[config.mk]
export PLATFORM = sky130hd
export DESIGN_NAME = stream_width_packer
export DESIGN_NICKNAME = d
export VERILOG_FILES = /design/src/rtl/stream_width_packer.sv
export SDC_FILE = /design/constraint.sdc
export NUM_CORES = 1
export LEC_CHECK = 0
export BUFFER_PORTS_ARGS = -buffer_cell sky130_fd_sc_hd__buf_2
export CORE_ASPECT_RATIO = 1.5
export CORE_MARGIN = 3
export CORE_UTILIZATION = 40
export DETAILED_ROUTE_END_ITERATION = 12
export PLACE_DENSITY = 0.69
export SLEW_MARGIN = 0
export SYNTH_ARGS = -nofsm -noshare
export SYNTH_HDL_FRONTEND = slang
export SYNTH_SLANG_ARGS = --single-unit
[constraint.sdc]
create_clock -name clk -period 5.8 [get_ports clk]
set_clock_uncertainty 0.15 [all_clocks]
set_input_delay 0.87 -clock clk [delete_from_list [all_inputs] [get_ports clk]]
set_output_delay 0.87 -clock clk [all_outputs]
set_load 0.02 [all_outputs]
[src/rtl/stream_width_packer.sv]
// stream_width_packer: gathers RATIO narrow input beats into one wide output word.
// A packet ending mid-word is flushed with the unused upper lanes zeroed.
// The output register is the only output stage, so stream_m_* never depend
// combinationally on the input side.
module stream_width_packer #(
    parameter  int IW    = 16,
    parameter  int RATIO = 2,
    localparam int OW    = IW * RATIO,
    localparam int CW    = $clog2(RATIO + 1)
) (
    input  logic          clk,
    input  logic          rst,
    input  logic [IW-1:0] stream_s_data_i,
    input  logic          stream_s_valid_i,
    input  logic          stream_s_last_i,
    output logic          stream_s_ready_o,
    output logic [OW-1:0] stream_m_data_o,
    output logic          stream_m_valid_o,
    input  logic          stream_m_ready_i,
    output logic          stream_m_last_o,
    output logic [CW-1:0] stream_m_fill_o,
    output logic [15:0]   pad_count_o
);

    localparam logic [CW-1:0] LAST_LANE = CW'(RATIO - 1);

    logic [CW-1:0] cnt;
    logic [OW-1:0] acc;
    logic [OW-1:0] word;
    logic          accept;
    logic          complete;

    // Input is taken whenever the output register is empty or being drained this cycle.
    always_comb begin
        stream_s_ready_o = !rst && (!stream_m_valid_o || stream_m_ready_i);
        accept           = stream_s_valid_i && stream_s_ready_o;
        complete         = accept && ((cnt == LAST_LANE) || stream_s_last_i);
    end

    // Assemble the outgoing word: held lanes below cnt, the new beat at cnt, zeros above.
    always_comb begin
        word = '0;
        for (int k = 0; k < RATIO; k++) begin
            if (k < int'(cnt)) begin
                word[k*IW +: IW] = acc[k*IW +: IW];
            end else if (k == int'(cnt)) begin
                word[k*IW +: IW] = stream_s_data_i;
            end
        end
    end

    // Accumulator and lane counter; cleared whenever a word is handed to the output register.
    always_ff @(posedge clk) begin
        if (rst) begin
            cnt <= '0;
            acc <= '0;
        end else if (complete) begin
            cnt <= '0;
            acc <= '0;
        end else if (accept) begin
            acc[int'(cnt)*IW +: IW] <= stream_s_data_i;
            cnt                     <= cnt + CW'(1);
        end
    end

    // Output register: reloads on a completing beat, otherwise empties once drained.
    always_ff @(posedge clk) begin
        if (rst) begin
            stream_m_data_o  <= '0;
            stream_m_valid_o <= 1'b0;
            stream_m_last_o  <= 1'b0;
            stream_m_fill_o  <= '0;
        end else if (complete) begin
            stream_m_data_o  <= word;
            stream_m_valid_o <= 1'b1;
            stream_m_last_o  <= stream_s_last_i;
            stream_m_fill_o  <= cnt + CW'(1);
        end else if (stream_m_ready_i) begin
            stream_m_valid_o <= 1'b0;
        end
    end

    // Count words that left with fewer than RATIO lanes filled, saturating.
    always_ff @(posedge clk) begin
        if (rst) begin
            pad_count_o <= '0;
        end else if (complete && (cnt != LAST_LANE) && (pad_count_o != 16'hFFFF)) begin
            pad_count_o <= pad_count_o + 16'd1;
        end
    end

endmodule

==> results.yml, run 1 <==
status:
  status: "finished clean"
run:
  drv_cap: 0
route:
  drc: 0
  antenna_left: 0
  vias: 3003
  routedWlPerCell_um: 15.2
  first_iter_violations: 149
  firstDrtPassIters: 4
  routed_wl_um: 8530
  vias_per_cell: 5.34
critical_path:
  path_class: "register to register"
  critical_path.top_delay_family: "flip-flops"
  path_buf_inv: 2
  cp-end-kind: "register"
  r2r_cells: 6
  timing.rr.end: "acc[11]"
  worst_path_largest_cell_delay_ns: 0.76
  crit_cells: 6
  cpMaxStageDelayCell: "dfxtp_1"
  worstPathMaxFanout: 59
  crit_required_ns: 5.88
  start_kind: "register"
  cp_cell_sequence: "inv_1 -> ha_1 -> o21ai_4 -> buf_4 -> nand2_1 -> a21oi_1"
  reg2reg_slack_ns: 2.48
  r2r_start: "cnt[1]"
  crit_arrival_ns: 3.40
final_layout:
  nFillCells: 849
  diodes: 0
  final_common_cell: "dfxtp_1"
  drive_gt1_frac: 0.226
  final_util: 0.497
  register_area_sq_um: 1720
  layout.cells.most_common_list: "dfxtp_1, buf_2, nor2_1, nand3_1, o21ai_0"
  multiInputGateArea_sq_um: 1620
  fin_nets: 475
  syn_to_final_growth_pct: 20.5
timing:
  hold_viol: 0
  tns_ns: 0
  period_minus_slack_ns: 3.32
  setup_violations: 0
  worst_pin_slew_ns: 1.07
  drv_slew: 0
  post-route-period-util: 0.572
  rsz0062_at_grt: "false"
  clock.fmax_mhz: 301
  slew_headroom: 0.283
floorplanning:
  start_util: 0.413
  rows: 41
  die-height_um: 120
  die-area_sq_um: 9910
  core-area_sq_um: 8460
  die_width_um: 82.3
  ios: 74
placed_design:
  gp_congestion: 0.842
  dpl.hpwl_um: 5910
  io_buffer_count: 73
synth:
  yosysTopAreaCell: "dfxtp_1"
  synth_edf_count: 0
  ys_warn_count: 0
  synthCells: 392
  syn_nets: 417
  synthTopCellsByArea: "dfxtp_1, nand3_1, nor2_1"
  netlist_area_sq_um: 3490
  avgSynthCellArea_sq_um: 8.91
  ys.flop_type: "dfxtp_1"
  synth_top_cell_area_share: 0.493
  synth_seq_cells: 86
  synth.distinct_cells: 45
  async_flop_share: 0
  seq_area_frac_synth: 0.493
power_and_ir_drop:
  ir_drop_mv: 0.200
  p_leak_nw: 1.79
  p_per_area_nw_per_um2: 330
hold_path:
  min_path_type: "register to register"
  min_from: "acc[5]"
  holdPathEnd: "acc[5]"
  min_path_cells: 2
clock_network:
  path_clk_slew_ns: 0.06
  ctsResizeCount: 0
  ctsLongestPathBuffers: 2
  cts_root_buf: "clkbuf_16"
  numCtsBuffers: 9
  h-tree-depth: 3
  cts_hold_buf: 0
  cts_tree: "built"
  clk_latency_ns: 0.33
  post-cts-setup-buffer-count: 0
  clock-sinks: 86
global_routing:
  grt_use_total: 0.178
  grt_pass1_vias: 2787
  grt_remaining_overflow: 0
  grt_max_degree: 60
  antenna_found_initial: 0
  grt_pass1_wl_um: 13600
==> power by group <==
group / leakage (nW) / internal, mW / total (mW) / switching, mW
logic: 0.934 / 0.0470 / 0.138 / 0.0910
clock network: 0.155 / 0.383 / 0.626 / 0.243
registers: 0.697 / 0.611 / 0.623 / 0.0123
total: 1.79 / 1.04 / 1.39 / 0.346
==> logic make-up (layout without fill, tap and decap cells) <==
| group | Yosys count | in the layout | synth area share |
|---|---|---|---|
| flip-flops | 86 | 86 | 0.493 |
| adder cells (fa/ha/maj) | 4 | 4 | 0.0143 |
| XOR/XNOR | 9 | 9 | 0.0226 |
| multiplexers | 19 | 19 | 0.0544 |
| AND/OR/NAND/NOR | 157 | 157 | 0.227 |
| AO/OA/AOI/OAI | 83 | 83 | 0.142 |
| buffers and inverters | 34 | 97 | 0.0469 |
==> sequential cells by signal (all words and copies together), names as in the netlist <==
register          cells
pad_count_o          16
cnt                   2
stream_m_valid_o      1
stream_m_fill_o       2
stream_m_data_o      32
stream_m_last_o       1
acc                  32
==> layout make-up <==
| class | count | share of cell area |
|---|---|---|
| clock inverters | 7 | 0.0247 |
| inverters | 5 | 0.00446 |
| clock buffers | 9 | 0.0535 |
| well taps | 107 | 0.0318 |
| multi-input cells | 272 | 0.385 |
| flip-flops and latches | 86 | 0.409 |
| repair buffers | 76 | 0.0921 |
==> worst reg2reg max path: stages, from the launching register on <==
cell and delay, ns:
dfxtp_1 0.76, inv_1 0.24, ha_1 0.35, o21ai_4 0.15, buf_4 0.44, nand2_1 0.75, a21oi_1 0.39
==> synthesized netlist by cell type, types with 2 or more instances <==
library cell	number
buf_2	13
nand4_1	4
mux2i_1	19
o311ai_0	2
and3_1	5
ha_1	4
o21ai_0	30
inv_1	5
buf_1	3
nor2_1	52
dfxtp_1	86
clkbuf_1	9
or3_1	3
a21oi_1	22
xor2_1	7
o41ai_1	2
a22oi_1	15
nand2_1	26
a211oi_1	5
o21ai_1	3
xnor2_1	2
nand3_1	51
buf_4	2
==> worst max-delay path by stage <==
stage | end | slack, ns | startpoint
2_1_floorplan | stream_s_ready_o | 3.25 | rst
3_3_place_gp | acc[13] | 2.57 | rst
3_5_place_dp | acc[11] | 2.43 | rst
4_1_cts | acc[11] | 2.48 | cnt[1]
5_1_grt | acc[11] | 2.12 | cnt[1]
6_report | acc[11] | 2.48 | cnt[1]
==> routing by layer <==
layer | GRT usage | share of wire
met2 | 0.290 | 0.51
met3 | 0.0261 | 0.048
met1 | 0.223 | 0.42
met5 | 0 | 0
met4 | 0.0915 | 0.028
==> metrics by stage <==
stage | total power [mW] | instance area [sq um] | instances | setup WS (ns) | hold slack, ns
floorplan | 0.730 | 3490 | 392 | 3.25 | 0.281
global placement | 0.772 | 3880 | 546 | 2.57 | 0.287
detailed placement | 0.775 | 3880 | 546 | 2.43 | 0.295
CTS | 1.40 | 4210 | 562 | 2.48 | 0.303
global route | 1.44 | 4210 | 562 | 2.12 | 0.317
finish | 1.39 | 4210 | 562 | 2.48 | 0.302
Power figures use the tool's default switching activity.
==> inputs of run 2 (changes only) <==
Clock period 5.8 ns to 3.2 ns, I/O delays scaled along.
==> run 2 against run 1 <==
Global-route usage shrank 0.26 points. Largest cell class unchanged. Critical path depth grew 1. Die area is the same. Final cell count grew 0.89%. Count of clock-buffer cells in the layout is the same. Critical path type unchanged. Sequential cell count is the same.
==> results.yml, run 2 (synthesis results as in run 1) <==
status:
  status: "finished clean"
clock_network:
  clk_latency_ns: 0.33
  ctsResizeCount: 0
  numCtsBuffers: 9
  clock-sinks: 86
  cts_tree: "built"
  ctsLongestPathBuffers: 2
  post-cts-setup-buffer-count: 0
  cts_root_buf: "clkbuf_16"
  h-tree-depth: 3
  path_clk_slew_ns: 0.06
  cts_hold_buf: 0
power_and_ir_drop:
  p_leak_nw: 1.81
  p_per_area_nw_per_um2: 594
  ir_drop_mv: 0.320
  p_total_mw: 2.52
route:
  drc: 0
  vias_per_cell: 5.34
  routedWlPerCell_um: 14.9
  firstDrtPassIters: 4
  antenna_left: 0
  first_iter_violations: 121
  vias: 3029
  routed_wl_um: 8430
floorplanning:
  ios: 74
  core-area_sq_um: 8460
  die_width_um: 82.3
  start_util: 0.413
  rows: 41
  die-area_sq_um: 9910
  die-height_um: 120
timing:
  setup_violations: 0
  slew_headroom: 0.473
  hold_viol: 0
  setup_ws_ns: 0.831
  post-route-period-util: 0.740
  clock.fmax_mhz: 422
  tns_ns: 0
  rsz0062_at_grt: "false"
  period_minus_slack_ns: 2.37
  worst_pin_slew_ns: 0.791
  drv_slew: 0
hold_path:
  min_path_type: "input pin to register"
  min_path_cells: 3
  min_from: "stream_s_data_i[14]"
  holdPathEnd: "acc[14]"
global_routing:
  grt_remaining_overflow: 0
  grt_use_total: 0.175
  grt_max_degree: 44
  grt_pass1_wl_um: 13500
  antenna_found_initial: 0
  grt_pass1_vias: 2741
critical_path:
  cp-end-kind: "register"
  reg2reg_slack_ns: 0.83
  crit_path_start: "cnt[1]"
  crit_required_ns: 3.26
  start_kind: "register"
  worstPathMaxFanout: 11
  r2r_cells: 7
  timing.rr.end: "pad_count_o[14]"
  crit_arrival_ns: 2.43
  r2r_start: "cnt[1]"
  path_class: "register to register"
placed_design:
  placed_cell_area_sq_um: 3920
  place_ws_ns: 0.821
  dpl.hpwl_um: 5970
  io_buffer_count: 73
  gp_congestion: 0.774
final_layout:
  syn_to_final_growth_pct: 21.6
  final_common_cell: "dfxtp_1"
  fin_nets: 480
  diodes: 0
  drive_gt1_frac: 0.235
  fin_area_sq_um: 4250
  largest_registers: "acc (32), stream_m_data_o (32), pad_count_o (16)"
  layout.cells.most_common_list: "dfxtp_1, buf_2, nor2_1, nand3_1, o21ai_0"
run:
  drv_cap: 0
[run 2: layout make-up]
| cell class | count | area (sq um) |
|---|---|---|
| Clock inverter | 7 | 104 |
| Multi-Input combinational cell | 272 | 1620 |
| Clock buffer | 9 | 225 |
| Timing Repair Buffer | 81 | 425 |
| Inverter | 5 | 18.8 |
| Tap cell | 107 | 134 |
| Fill cell | 810 | 4220 |
| Sequential cell | 86 | 1720 |
[run 2: worst max-delay path by stage]
stage,endpoint,slack (ns),cells after the start
after floorplan,pad_count_o[10],0.92,9
after detailed placement,pad_count_o[15],0.82,7
after global placement,acc[8],0.92,7
after CTS,pad_count_o[15],0.81,7
final,pad_count_o[14],0.83,7
after global routing,pad_count_o[15],0.51,7
[run 2: critical path, stage by stage (launching register included)]
cell and delay, ns:
dfxtp_1 0.33, inv_1 0.09, ha_1 0.29, nand2b_4 0.18, nor4b_4 0.51, o211ai_2 0.24, o311ai_0 0.32, o41ai_1 0.13
[run 2: layer usage]
metal | global-route usage | wire length [um]
met1 | 0.212 | 3440
met2 | 0.294 | 4230
met3 | 0.0417 | 606
met4 | 0.0665 | 153
met5 | 0 | 0
[run 2: metrics by stage]
step                instances  utilization  hold slack [ns]
floorplan                 392            -            0.281
global placement          551        0.463            0.287
detailed placement        551        0.463            0.293
CTS                       567        0.502            0.270
global route              567        0.502            0.292
finish                    567        0.502            0.277
[run 2: where the power goes]
part           internal (mW)  total, mW  leakage, nW  switching, mW
registers               1.11       1.13        0.697         0.0200
logic                 0.0886      0.256        0.959          0.168
clock network          0.695       1.14        0.155          0.443
